===== src/rtl/spi_flash_responder.sv =====
// spi_flash_responder: mode-0 SPI flash target. Decodes READ (0x03), FAST READ (0x0B)
// and READ ID (0x9F), and streams bytes from a byte-wide read port with one cycle of
// latency. The SPI pins are oversampled on the system clock.
module spi_flash_responder #(
  parameter logic [23:0] JEDEC_ID = 24'hEF4016,
  parameter int          ADDR_W   = 24
) (
  input  logic              clk,
  input  logic              rst_n,
  input  logic              spi_clk,
  input  logic              spi_cs_n,
  input  logic              spi_mosi,
  output logic              spi_miso,
  output logic              spi_miso_oe,
  output logic [ADDR_W-1:0] mem_addr,
  output logic              mem_rd,
  input  logic [7:0]        mem_data,
  output logic              busy
);

  localparam logic [2:0] ST_IDLE   = 3'd0;
  localparam logic [2:0] ST_CMD    = 3'd1;
  localparam logic [2:0] ST_ADDR   = 3'd2;
  localparam logic [2:0] ST_DUMMY  = 3'd3;
  localparam logic [2:0] ST_DATA   = 3'd4;
  localparam logic [2:0] ST_ID     = 3'd5;
  localparam logic [2:0] ST_IGNORE = 3'd6;

  localparam logic [7:0] OP_READ = 8'h03;
  localparam logic [7:0] OP_FAST = 8'h0B;
  localparam logic [7:0] OP_ID   = 8'h9F;

  logic [1:0]  rst_pipe;
  logic        rst_int_n;
  logic [1:0]  sclk_sync;
  logic [1:0]  cs_sync;
  logic [1:0]  mosi_sync;
  logic        sclk_prev;
  logic        sclk_s;
  logic        cs_s;
  logic        mosi_s;
  logic        rise;
  logic        fall;

  logic [2:0]  state;
  logic [2:0]  bit_cnt;
  logic [4:0]  addr_cnt;
  logic [6:0]  cmd_sr;
  logic [22:0] addr_sr;
  logic        is_fast;
  logic [2:0]  out_cnt;
  logic        first_byte;
  logic [7:0]  shift_out;
  logic [7:0]  hold;
  logic [1:0]  load_first_q;
  logic [1:0]  load_hold_q;
  logic [1:0]  id_idx;
  logic [7:0]  next_byte;
  logic [7:0]  byte_src;

  // Reset is asserted asynchronously and released only on a clock edge
  always_ff @(posedge clk or negedge rst_n) begin
    if (!rst_n) rst_pipe <= 2'b00;
    else        rst_pipe <= {rst_pipe[0], 1'b1};
  end

  assign rst_int_n = rst_pipe[1];

  // Two-flop synchronizers for the SPI pins plus a delayed copy of spi_clk for edge detect
  always_ff @(posedge clk or negedge rst_int_n) begin
    if (!rst_int_n) begin
      sclk_sync <= 2'b00;
      cs_sync   <= 2'b11;
      mosi_sync <= 2'b00;
      sclk_prev <= 1'b0;
    end else begin
      sclk_sync <= {sclk_sync[0], spi_clk};
      cs_sync   <= {cs_sync[0], spi_cs_n};
      mosi_sync <= {mosi_sync[0], spi_mosi};
      sclk_prev <= sclk_sync[1];
    end
  end

  assign sclk_s = sclk_sync[1];
  assign cs_s   = cs_sync[1];
  assign mosi_s = mosi_sync[1];
  assign rise   = sclk_s & ~sclk_prev;
  assign fall   = ~sclk_s & sclk_prev;
  assign busy   = (state != ST_IDLE);

  // Choose the byte that feeds miso: a fresh byte at each byte boundary, else the shifter
  always_comb begin
    next_byte = hold;
    if (state == ST_ID) begin
      case (id_idx)
        2'd1:    next_byte = JEDEC_ID[15:8];
        2'd2:    next_byte = JEDEC_ID[7:0];
        default: next_byte = 8'hFF;
      endcase
    end
    byte_src = shift_out;
    if ((out_cnt == 3'd0) && !first_byte) byte_src = next_byte;
  end

  // Command decoder, address collector and output shifter
  always_ff @(posedge clk or negedge rst_int_n) begin
    if (!rst_int_n) begin
      state        <= ST_IDLE;
      bit_cnt      <= 3'd0;
      addr_cnt     <= 5'd0;
      cmd_sr       <= 7'd0;
      addr_sr      <= 23'd0;
      is_fast      <= 1'b0;
      out_cnt      <= 3'd0;
      first_byte   <= 1'b0;
      shift_out    <= 8'd0;
      hold         <= 8'd0;
      load_first_q <= 2'b00;
      load_hold_q  <= 2'b00;
      id_idx       <= 2'd0;
      mem_addr     <= '0;
      mem_rd       <= 1'b0;
      spi_miso     <= 1'b0;
      spi_miso_oe  <= 1'b0;
    end else begin
      mem_rd       <= 1'b0;
      load_first_q <= {load_first_q[0], 1'b0};
      load_hold_q  <= {load_hold_q[0], 1'b0};
      if (load_first_q[1]) shift_out <= mem_data;
      if (load_hold_q[1])  hold      <= mem_data;

      if (cs_s) begin
        state        <= ST_IDLE;
        spi_miso_oe  <= 1'b0;
        spi_miso     <= 1'b0;
        bit_cnt      <= 3'd0;
        addr_cnt     <= 5'd0;
        out_cnt      <= 3'd0;
        id_idx       <= 2'd0;
        first_byte   <= 1'b0;
        load_first_q <= 2'b00;
        load_hold_q  <= 2'b00;
      end else begin
        case (state)
          ST_IDLE: begin
            state   <= ST_CMD;
            bit_cnt <= 3'd0;
          end
          ST_CMD: begin
            if (rise) begin
              cmd_sr  <= {cmd_sr[5:0], mosi_s};
              bit_cnt <= bit_cnt + 3'd1;
              if (bit_cnt == 3'd7) begin
                case ({cmd_sr, mosi_s})
                  OP_READ: begin
                    state    <= ST_ADDR;
                    is_fast  <= 1'b0;
                    addr_cnt <= 5'd0;
                  end
                  OP_FAST: begin
                    state    <= ST_ADDR;
                    is_fast  <= 1'b1;
                    addr_cnt <= 5'd0;
                  end
                  OP_ID: begin
                    state       <= ST_ID;
                    spi_miso_oe <= 1'b1;
                    shift_out   <= JEDEC_ID[23:16];
                    first_byte  <= 1'b1;
                    out_cnt     <= 3'd0;
                    id_idx      <= 2'd0;
                  end
                  default: state <= ST_IGNORE;
                endcase
              end
            end
          end
          ST_ADDR: begin
            if (rise) begin
              addr_sr  <= {addr_sr[21:0], mosi_s};
              addr_cnt <= addr_cnt + 5'd1;
              if (addr_cnt == 5'd23) begin
                mem_addr        <= ADDR_W'({addr_sr, mosi_s});
                mem_rd          <= 1'b1;
                load_first_q[0] <= 1'b1;
                first_byte      <= 1'b1;
                out_cnt         <= 3'd0;
                bit_cnt         <= 3'd0;
                spi_miso_oe     <= 1'b1;
                state           <= is_fast ? ST_DUMMY : ST_DATA;
              end
            end
          end
          ST_DUMMY: begin
            if (fall) spi_miso <= 1'b0;
            if (rise) begin
              bit_cnt <= bit_cnt + 3'd1;
              if (bit_cnt == 3'd7) state <= ST_DATA;
            end
          end
          ST_DATA, ST_ID: begin
            if (fall) begin
              spi_miso   <= byte_src[7];
              shift_out  <= {byte_src[6:0], 1'b0};
              out_cnt    <= out_cnt + 3'd1;
              first_byte <= 1'b0;
              if (out_cnt == 3'd7) begin
                if (state == ST_DATA) begin
                  mem_addr       <= mem_addr + ADDR_W'(1);
                  mem_rd         <= 1'b1;
                  load_hold_q[0] <= 1'b1;
                end else if (id_idx != 2'd3) begin
                  id_idx <= id_idx + 2'd1;
                end
              end
            end
          end
          ST_IGNORE: begin
            spi_miso_oe <= 1'b0;
          end
          default: state <= ST_IDLE;
        endcase
      end
    end
  end

endmodule


===== config.mk =====
export PLATFORM = sky130hd
export DESIGN_NAME = spi_flash_responder
export DESIGN_NICKNAME = d
export VERILOG_FILES = /design/src/rtl/spi_flash_responder.sv
export SDC_FILE = /design/constraint.sdc
export NUM_CORES = 1
export LEC_CHECK = 0
export ABC_AREA = 1
export CAP_MARGIN = 20
export CORE_MARGIN = 2
export CORE_UTILIZATION = 55
export DETAILED_ROUTE_END_ITERATION = 7
export GPL_TIMING_DRIVEN = 1
export PLACE_DENSITY = 0.75
export SLEW_MARGIN = 20
export SYNTH_ARGS = -nofsm -noshare
export SYNTH_HDL_FRONTEND = slang
export SYNTH_SLANG_ARGS = --single-unit
export TNS_END_PERCENT = 10

===== constraint.sdc =====
create_clock -name clk -period 6.2 [get_ports clk]
set_input_delay 0.93 -clock clk [delete_from_list [all_inputs] [get_ports clk]]
set_output_delay 0.93 -clock clk [all_outputs]
set_load 0.02 [all_outputs]

==> results of run 1 <==
## cell usage after synthesis
| master | instances | share of area [%] |
|---|---|---|
| or2_2 | 10 | 1.1 |
| a22oi_1 | 2 | 0.27 |
| nor3_1 | 2 | 0.18 |
| o21ai_1 | 11 | 0.97 |
| and2_1 | 1 | 0.11 |
| dfrtp_1 | 102 | 45 |
| buf_6 | 1 | 0.20 |
| o21ai_0 | 53 | 4.7 |
| buf_1 | 1 | 0.066 |
| dfstp_2 | 2 | 0.93 |
| nor2_4 | 2 | 0.40 |
| nand4_1 | 11 | 1.2 |
| nand2_2 | 2 | 0.22 |
| nor2_1 | 78 | 5.2 |
| o21a_1 | 1 | 0.13 |
| o211ai_1 | 6 | 0.80 |
| nand3b_1 | 3 | 0.40 |
| o31ai_1 | 1 | 0.13 |
| inv_2 | 9 | 0.60 |
| buf_4 | 4 | 0.53 |
| nand3_1 | 61 | 5.4 |
| buf_2 | 6 | 0.53 |
| mux2i_1 | 1 | 0.18 |
| a21boi_1 | 1 | 0.13 |
| mux2_2 | 6 | 1.2 |
| a21oi_1 | 23 | 2.0 |
| nor2_2 | 2 | 0.22 |
| conb_1 | 1 | 0.066 |
| nand2_1 | 281 | 19 |
| xor2_1 | 3 | 0.46 |
| inv_1 | 73 | 4.8 |
| nand3_2 | 1 | 0.18 |
| clkbuf_1 | 9 | 0.60 |
| ha_1 | 10 | 2.2 |
## sequential cells by signal, indices dropped and copies added, names as in the netlist, 2 cells and up
signal / cells
mem_addr: 24
rst_pipe: 2
cmd_sr: 7
cs_sync: 2
mosi_sync: 2
sclk_sync: 2
hold: 8
load_hold_q: 2
shift_out: 8
out_cnt: 3
bit_cnt: 3
state: 3
addr_sr: 23
id_idx: 2
addr_cnt: 5
load_first_q: 2
## final cells by class
class                      instances  area [sq um]
clock buffer                       9           124
clock inverter                     7           106
fill                             934          3780
inverter                          82           308
multi-input combinational        573          2630
sequential                       104          2610
tap                              136           170
timing repair buffer              41           412
## cells by family after synthesis
logic type      Yosys count  synth area share (%)
compound gates           98                  9.16
simple gates            454                  33.3
buf+inv                 103                  7.37
mux                       7                  1.37
other cells               1                0.0663
fa+ha+maj                10                  2.21
xor+xnor                  3                 0.465
flops                   104                  46.1
## how the worst max path moves through the flow
stage	end	slack (ns)	from	depth (start not counted)
3_5_place_dp	mem_addr[12]	3.14	state[2]	9
5_1_grt	mem_addr[2]	2.78	state[2]	9
6_report	mem_addr[12]	3.07	state[2]	9
4_1_cts	mem_addr[12]	3.13	state[2]	9
2_1_floorplan	addr_cnt[0]	3.09	rst_pipe[1]	0
3_3_place_gp	mem_addr[2]	3.27	state[2]	9
## layer usage
metal  routed length (um)  up-vias
met3                  961       12
met2                 6250      165
met4                  104        0
li1                     -     2539
met1                 6690     2381
met5                    0        -
## where the power goes
group          switching, mW  total [mW]  internal [mW]
logic                  0.370       0.548          0.178
registers             0.0565       0.803          0.747
clock network          0.260       0.496          0.236
total                  0.686        1.85           1.16
## stage by stage
step	instance area (sq um)	total power, mW
CTS	6360	1.85
global placement	6130	1.34
finish	6360	1.85
floorplan	5650	1.21
global route	6360	1.97
detailed placement	6130	1.36
## worst max-delay path, stage by stage, from the launching register on
cell and delay (ns):
dfrtp_1 0.43, inv_2 0.10, nor2_4 0.73, nand3_2 0.27, inv_2 0.23, nand3_1 0.32, nand2_2 0.45, inv_2 0.27
nand2_1 0.13, nand2_1 0.06
==> run_results.csv, run 1 <==
group,metric,value,unit
outcome,outcome,"completed",
worst_setup_path,critPathKind,"flop to flop",
timing,slew_headroom,36.5,%
cts,cts-root-buf,"clkbuf_8",
layout,layout-drive-gt1-share,6.37,%
timing,worstMarginPinSlew,0.951,ns
worst_setup_path,end_kind,"flop",
worst_setup_path,arrival,3.42,ns
global_route,grt_pass1_vias,4769,
routing,remaining_drc_errors,0,
cts,cts_tree,"yes",
layout,area_growth,12.5,%
synth,ys_ff_latch,104,
worst_setup_path,path_max_fanout,43,
global_route,grt_antenna_before_repair,0,
routing,vias_per_cell,5.35,
synth,ys_warn_count,0,
timing,fin_crit_sh,50.4,%
routing,firstDrtPassIters,7,
layout,nets,834,
die,die-area,11100,sq um
timing,min_period,3.13,ns
routing,vias,5097,
synth,post_synth.cell_area_avg,7.25,sq um
layout,layout_commonest_cell,"nand2_1",
timing,fin_hold_ws,0.204,ns
worst_setup_path,cp.required,6.49,ns
global_route,met1_usage,39.3,%
cts,cts-buffers-inserted,9,
power,p_leak,3.04,nW
layout,final_core_util,62.7,%
die,row_count,37,
global_route,gr-usage-met3,6.12,%
place,portBuffers,40,
synth,syn_nets,803,
die,pin_count,41,
die,die_w,105,um
cts,holdBufCountCts,0,
layout,num_antenna_cells,0,
global_route,grt_max_degree,83,
min_path,hp-class,"flop to asynchronous set/reset pin",
die,start_util,55.8,%
place,routabilityCongestion,0.990,
worst_setup_path,r2r-start,"state[2]",
timing,maxSlewViolCount,0,
timing,clock_skew,0.00977,ns
run,maxCapViolations,0,
worst_setup_path,rrSetupSlack,3.07,ns
cts,htree_levels,3,
die,die_h,105,um
global_route,use_met2,40.7,%
global_route,grt-busiest-layer,"met2",
cts,clkLatencyLatePin,0.40,ns
layout,final_cell_mix,"281 x nand2_1, 101 x dfrtp_1, 78 x nor2_1, 73 x inv_1, 61 x nand3_1",
timing,tns,0,ns
place,place_inst,936,
synth,synthCells,780,
worst_setup_path,startpoint_type,"flop",
place,pre_cts_ws,3.14,ns
synth,syn-cell-area,5650,sq um
synth,yosysSeqAreaShare,46.1,%
global_route,grt_usage,26.7,%
synth,ys_types,34,
timing,hold_viol_final,0,
routing,drtIter0Drc,386,
routing,wl,14.0,mm
cts,post_cts.repair.setup_buffers,0,
place,dpl.hpwl,10.3,mm
power,peakVddDrop,235,uV
layout,instances_no_fill,952,
global_route,gr-total-overflow,0,
timing,rsz0062_at_grt,"no",
die,core,10100,sq um
cts,cts_resized,0,
worst_setup_path,ff2ff_path_depth,9,
cts,clock_sinks,104,
global_route,grt_first_pass_wirelength,23.5,mm
timing,fmaxAchievable,0.320,GHz
cts,clk_pin_slew,0.11,ns
timing,setup-violations-final,0,
routing,ant_nets,0,
worst_setup_path,reg2reg_to,"mem_addr[12]",
timing,fin_ws,3.07,ns
routing,wl_per_cell,14.7,um
power,power_density,290,nW/um^2
cts,cts.path.max_buffers,2,
No activity file was read; power rests on OpenSTA's default activity.
==> inputs of run 2 (changes only) <==
==> constraint.sdc (replaced) <==
create_clock -name clk -period 3.2 [get_ports clk]
set_input_delay 0.48 -clock clk [delete_from_list [all_inputs] [get_ports clk]]
set_output_delay 0.48 -clock clk [all_outputs]
set_load 0.02 [all_outputs]
==> run_results.csv, run 2 (synthesized netlist as in run 1, its figures left out) <==
group,metric,value,unit
routing,vias_per_cell,5.43,
layout,fillers,921,
die,die_h,105,um
timing,setup-violations-final,0,
cts,cts-buffers-inserted,9,
die,core,10100,sq um
cts,cts_resized,0,
routing,firstDrtPassIters,5,
cts,htree_levels,3,
worst_setup_path,arrival,2.85,ns
die,die_w,105,um
die,start_util,55.8,%
layout,top_regs,"mem_addr x24, addr_sr x23",
outcome,outcome,"completed",
routing,remaining_drc_errors,0,
routing,ant_nets,0,
layout,num_antenna_cells,0,
global_route,grt_antenna_before_repair,0,
timing,fin_hold_ws,0.235,ns
layout,largest_register_ffs,24,
cts,clock_sinks,104,
die,die-area,11100,sq um
cts,cts-root-buf,"clkbuf_8",
layout,final_core_util,62.6,%
worst_setup_path,cp.required,3.49,ns
cts,cts.path.max_buffers,2,
routing,vias,5190,
layout,nets,837,
die,pin_count,41,
global_route,grt_first_pass_wirelength,23.3,mm
global_route,grt_pass1_vias,4847,
cts,cts_tree,"yes",
place,portBuffers,40,
timing,hold_viol_final,0,
power,p_clk_share,24.6,%
routing,wl,13.7,mm
worst_setup_path,end_kind,"flop",
run,maxCapViolations,0,
layout,area_growth,12.3,%
place,dpl.hpwl,10.1,mm
timing,fmaxAchievable,0.390,GHz
power,p_sw,1.29,mW
layout,final_cell_mix,"281 x nand2_1, 101 x dfrtp_1, 78 x nor2_1, 73 x inv_1, 61 x nand3_1",
cts,clk_pin_slew,0.10,ns
global_route,grt_max_degree,56,
power,p_sw_share,37.2,%
timing,min_period,2.56,ns
place,pre_cts_ws,0.756,ns
power,p_int,2.18,mW
layout,largest_register,"mem_addr",
timing,maxSlewViolCount,0,
timing,clock_skew,0.0109,ns
timing,slew_headroom,52.0,%
timing,worstMarginPinSlew,0.720,ns
timing,tns,0,ns
worst_setup_path,critPathKind,"flop to flop",
timing,fin_crit_sh,80.1,%
global_route,grt_usage,26.5,%
power,peakVddDrop,459,uV
die,row_count,37,
routing,wl_per_cell,14.3,um
power,power_density,548,nW/um^2
place,routabilityCongestion,0.995,
timing,fin_ws,0.637,ns
worst_setup_path,startpoint_type,"flop",
global_route,gr-total-overflow,0,
power,p_leak,3.03,nW
cts,post_cts.repair.setup_buffers,0,
power,combPwrFrac,30.4,%
worst_setup_path,path_max_fanout,21,
timing,rsz0062_at_grt,"no",
cts,holdBufCountCts,0,
power,seq_power_share,45.0,%
layout,layout_commonest_cell,"nand2_1",
routing,drtIter0Drc,339,
min_path,hp-class,"input pin to asynchronous set/reset pin",
layout,layout-drive-gt1-share,6.47,%
cts,clkLatencyLatePin,0.40,ns
==> run 2: metal layers <==
layer  routed length [um]  vias to the layer above  track usage (%)
li1                     -                     2543                -
met1                 6400                     2453             38.3
met2                 6250                      172             39.8
met3                  810                       22             5.57
met4                  229                        0             9.14
met5                    0                        -                0
==> run 2: cell type report <==
| cell class | instances | area (sq um) | share of cell area [%] |
|---|---|---|---|
| well taps | 136 | 170 | 2.68 |
| repair buffers | 44 | 430 | 6.78 |
| clock inverters | 4 | 55.1 | 0.867 |
| clock buffers | 12 | 145 | 2.29 |
| inverters | 82 | 308 | 4.85 |
| multi-input cells | 573 | 2630 | 41.4 |
| flip-flops and latches | 104 | 2610 | 41.1 |
==> run 2: path summary, 6_finish.rpt <==
check	start	to	slack [ns]	cells past startpoint
max in group asynchronous	rst_pipe[1]	cs_sync[0]	1.96	1
min in group clk	rst_pipe[0]	rst_pipe[1]	0.36	0
setup reg to reg	sclk_sync[1]	mem_addr[14]	0.64	8
hold reg to reg	rst_pipe[0]	rst_pipe[1]	0.36	0
hold / removal	rst_n	rst_pipe[1]	0.23	1
setup / recovery	sclk_sync[1]	mem_addr[14]	0.64	8
==> run 2: power groups by stage <==
stage	combinational [mW]	clock (mW)	sequential (mW)
2_1_floorplan	0.780	0	1.56
3_3_place_gp	1.03	0	1.59
3_5_place_dp	1.04	0	1.59
4_1_cts	1.05	0.870	1.57
5_1_grt	1.20	0.929	1.59
6_report	1.06	0.855	1.57
==> run 2: worst max-delay path: stages, from the launching register on <==
cell	delay (ns)
dfrtp_1	0.42
nor2_1	0.32
nand3_2	0.21
inv_2	0.19
nand3_1	0.36
nand2_2	0.47
inv_2	0.27
nand2_1	0.13
nand2_1	0.06
==> run 2: through the flow <==
step                instance area, sq um  instances  total power [mW]
floorplan                           5650        780              2.34
global placement                    6150        939              2.62
detailed placement                  6150        939              2.64
CTS                                 6350        955              3.49
global route                        6350        955              3.72
finish                              6350        955              3.48
==> inputs of run 3 (changes only) <==
==> constraint.sdc (replaced) <==
create_clock -name clk -period 2.5 [get_ports clk]
set_input_delay 0.375 -clock clk [delete_from_list [all_inputs] [get_ports clk]]
set_output_delay 0.375 -clock clk [all_outputs]
set_load 0.02 [all_outputs]
==> run_results.csv, run 3 (synthesized netlist as in run 1, its figures left out) <==
group,metric,value,unit
outcome,outcome,"complete, but fails checks",
outcome,failed_checks,"design-rule violations",
worst_setup_path,critPathLaunch,"state[0]",
place,routabilityCongestion,0.898,
worst_setup_path,arrival,1.80,ns
cts,clock_sinks,104,
layout,final_cell_mix,"281 x nand2_1, 101 x dfrtp_1, 78 x nor2_1, 73 x inv_1, 61 x nand3_1",
timing,fmaxAchievable,0.460,GHz
die,die-area,11100,sq um
power,power_density,702,nW/um^2
power,p_sw_share,37.9,%
cts,cts_resized,0,
cts,clkLatencyLatePin,0.39,ns
timing,hold_viol_final,0,
die,die_w,105,um
timing,worstMarginPinSlew,0.653,ns
cts,cts-root-buf,"clkbuf_8",
routing,firstDrtPassIters,8,
timing,fin_hold_ws,0.135,ns
power,finalPower,4.46,mW
layout,final_core_util,62.7,%
layout,layout-drive-gt1-share,6.59,%
layout,area_growth,12.5,%
worst_setup_path,startpoint_type,"flop",
place,dpl.hpwl,10.2,mm
global_route,grt_pass1_vias,4944,
power,p_int,2.77,mW
power,combPwrFrac,31.1,%
global_route,grt_first_pass_wirelength,23.6,mm
die,core,10100,sq um
layout,top_regs,"mem_addr x24, addr_sr x23",
timing,clock_skew,0.0117,ns
die,row_count,37,
die,die_h,105,um
place,portBuffers,40,
routing,vias_per_cell,5.35,
timing,maxSlewViolCount,0,
cts,cts_tree,"yes",
layout,instances_no_fill,955,
timing,min_period,2.17,ns
layout,largest_register,"mem_addr",
power,p_sw,1.69,mW
global_route,gr-total-overflow,0,
global_route,grt_antenna_before_repair,0,
run,maxCapViolations,0,
power,p_clk_share,23.9,%
power,seq_power_share,45.0,%
worst_setup_path,path_max_fanout,9,
min_path,hp-class,"input pin to asynchronous set/reset pin",
worst_setup_path,cp.required,2.12,ns
cts,holdBufCountCts,0,
die,pin_count,41,
timing,rsz0062_at_grt,"no",
routing,remaining_drc_errors,1,
global_route,grt_max_degree,72,
routing,wl_per_cell,14.6,um
layout,num_antenna_cells,0,
power,p_leak,3.04,nW
layout,nets,837,
global_route,grt_usage,26.8,%
cts,post_cts.repair.setup_buffers,0,
die,start_util,55.8,%
worst_setup_path,end_kind,"output pin",
routing,wl,13.9,mm
worst_setup_path,critPathKind,"flop to output pin",
layout,layout_commonest_cell,"nand2_1",
cts,cts.path.max_buffers,2,
routing,vias,5105,
routing,drtIter0Drc,427,
power,peakVddDrop,560,uV
routing,ant_nets,0,
timing,tns,0,ns
cts,cts-buffers-inserted,9,
layout,largest_register_ffs,24,
cts,clk_pin_slew,0.10,ns
timing,fin_crit_sh,87.0,%
place,place_inst,939,
timing,slew_headroom,56.3,%
cts,htree_levels,3,
worst_setup_path,r2r-start,"sclk_sync[1]",
timing,setup-violations-final,0,
run 3: cell count changes in the layout (fill, tap and decap cells not counted):
cell and change:
clkinv_2 +1, clkbuf_8 -1, buf_12 +1, buf_4 -1
inv_6 +1, clkbuf_1 -1
run 3: critical path, cell delays in order (launching register included):
cell and delay [ns]:
dfrtp_1 0.57, nor2_1 0.10, nand2_1 0.13, clkdlybuf4s50_1 0.62
run 3: worst paths after layout:
check	cells after the start	slack (ns)	end
max	3	0.33	busy
min	1	0.13	rst_pipe[1]
max reg2reg	8	0.33	mem_addr[8]
min reg2reg	0	0.28	addr_cnt[0]
max in group asynchronous	1	1.48	hold[5]
min in group clk	0	0.36	cs_sync[1]
run 3: per-stage QoR:
step / setup WS, ns / area (sq um)
finish: 0.326 / 6360
global route: 0.127 / 6360
CTS: 0.317 / 6360
detailed placement: 0.360 / 6160
global placement: 0.427 / 6160
floorplan: 0.758 / 5650
run 3: per-layer routing:
| layer | vias up | wire (um) | global-route usage, % |
|---|---|---|---|
| met3 | 14 | 990 | 8.72 |
| li1 | 2544 | - | - |
| met2 | 167 | 6130 | 40.2 |
| met5 | - | 0 | 0 |
| met1 | 2380 | 6620 | 37.7 |
| met4 | 0 | 170 | 6.48 |
run 3: layout make-up:
type                            count  area, sq um
Tap cell                          136          170
Multi-Input combinational cell    573         2630
Clock buffer                       10          128
Inverter                           82          308
Sequential cell                   104         2610
Fill cell                         917         3780
Clock inverter                      6         68.8
Timing Repair Buffer               44          443
run 3: power by group through the flow:
| stage | clock network [mW] | registers, mW | logic, mW |
|---|---|---|---|
| after global placement | 0 | 2.03 | 1.35 |
| after detailed placement | 0 | 2.04 | 1.36 |
| after CTS | 1.10 | 2.00 | 1.37 |
| final | 1.07 | 2.01 | 1.39 |
| after global routing | 1.17 | 2.03 | 1.56 |
| after floorplan | 0 | 2.00 | 0.998 |
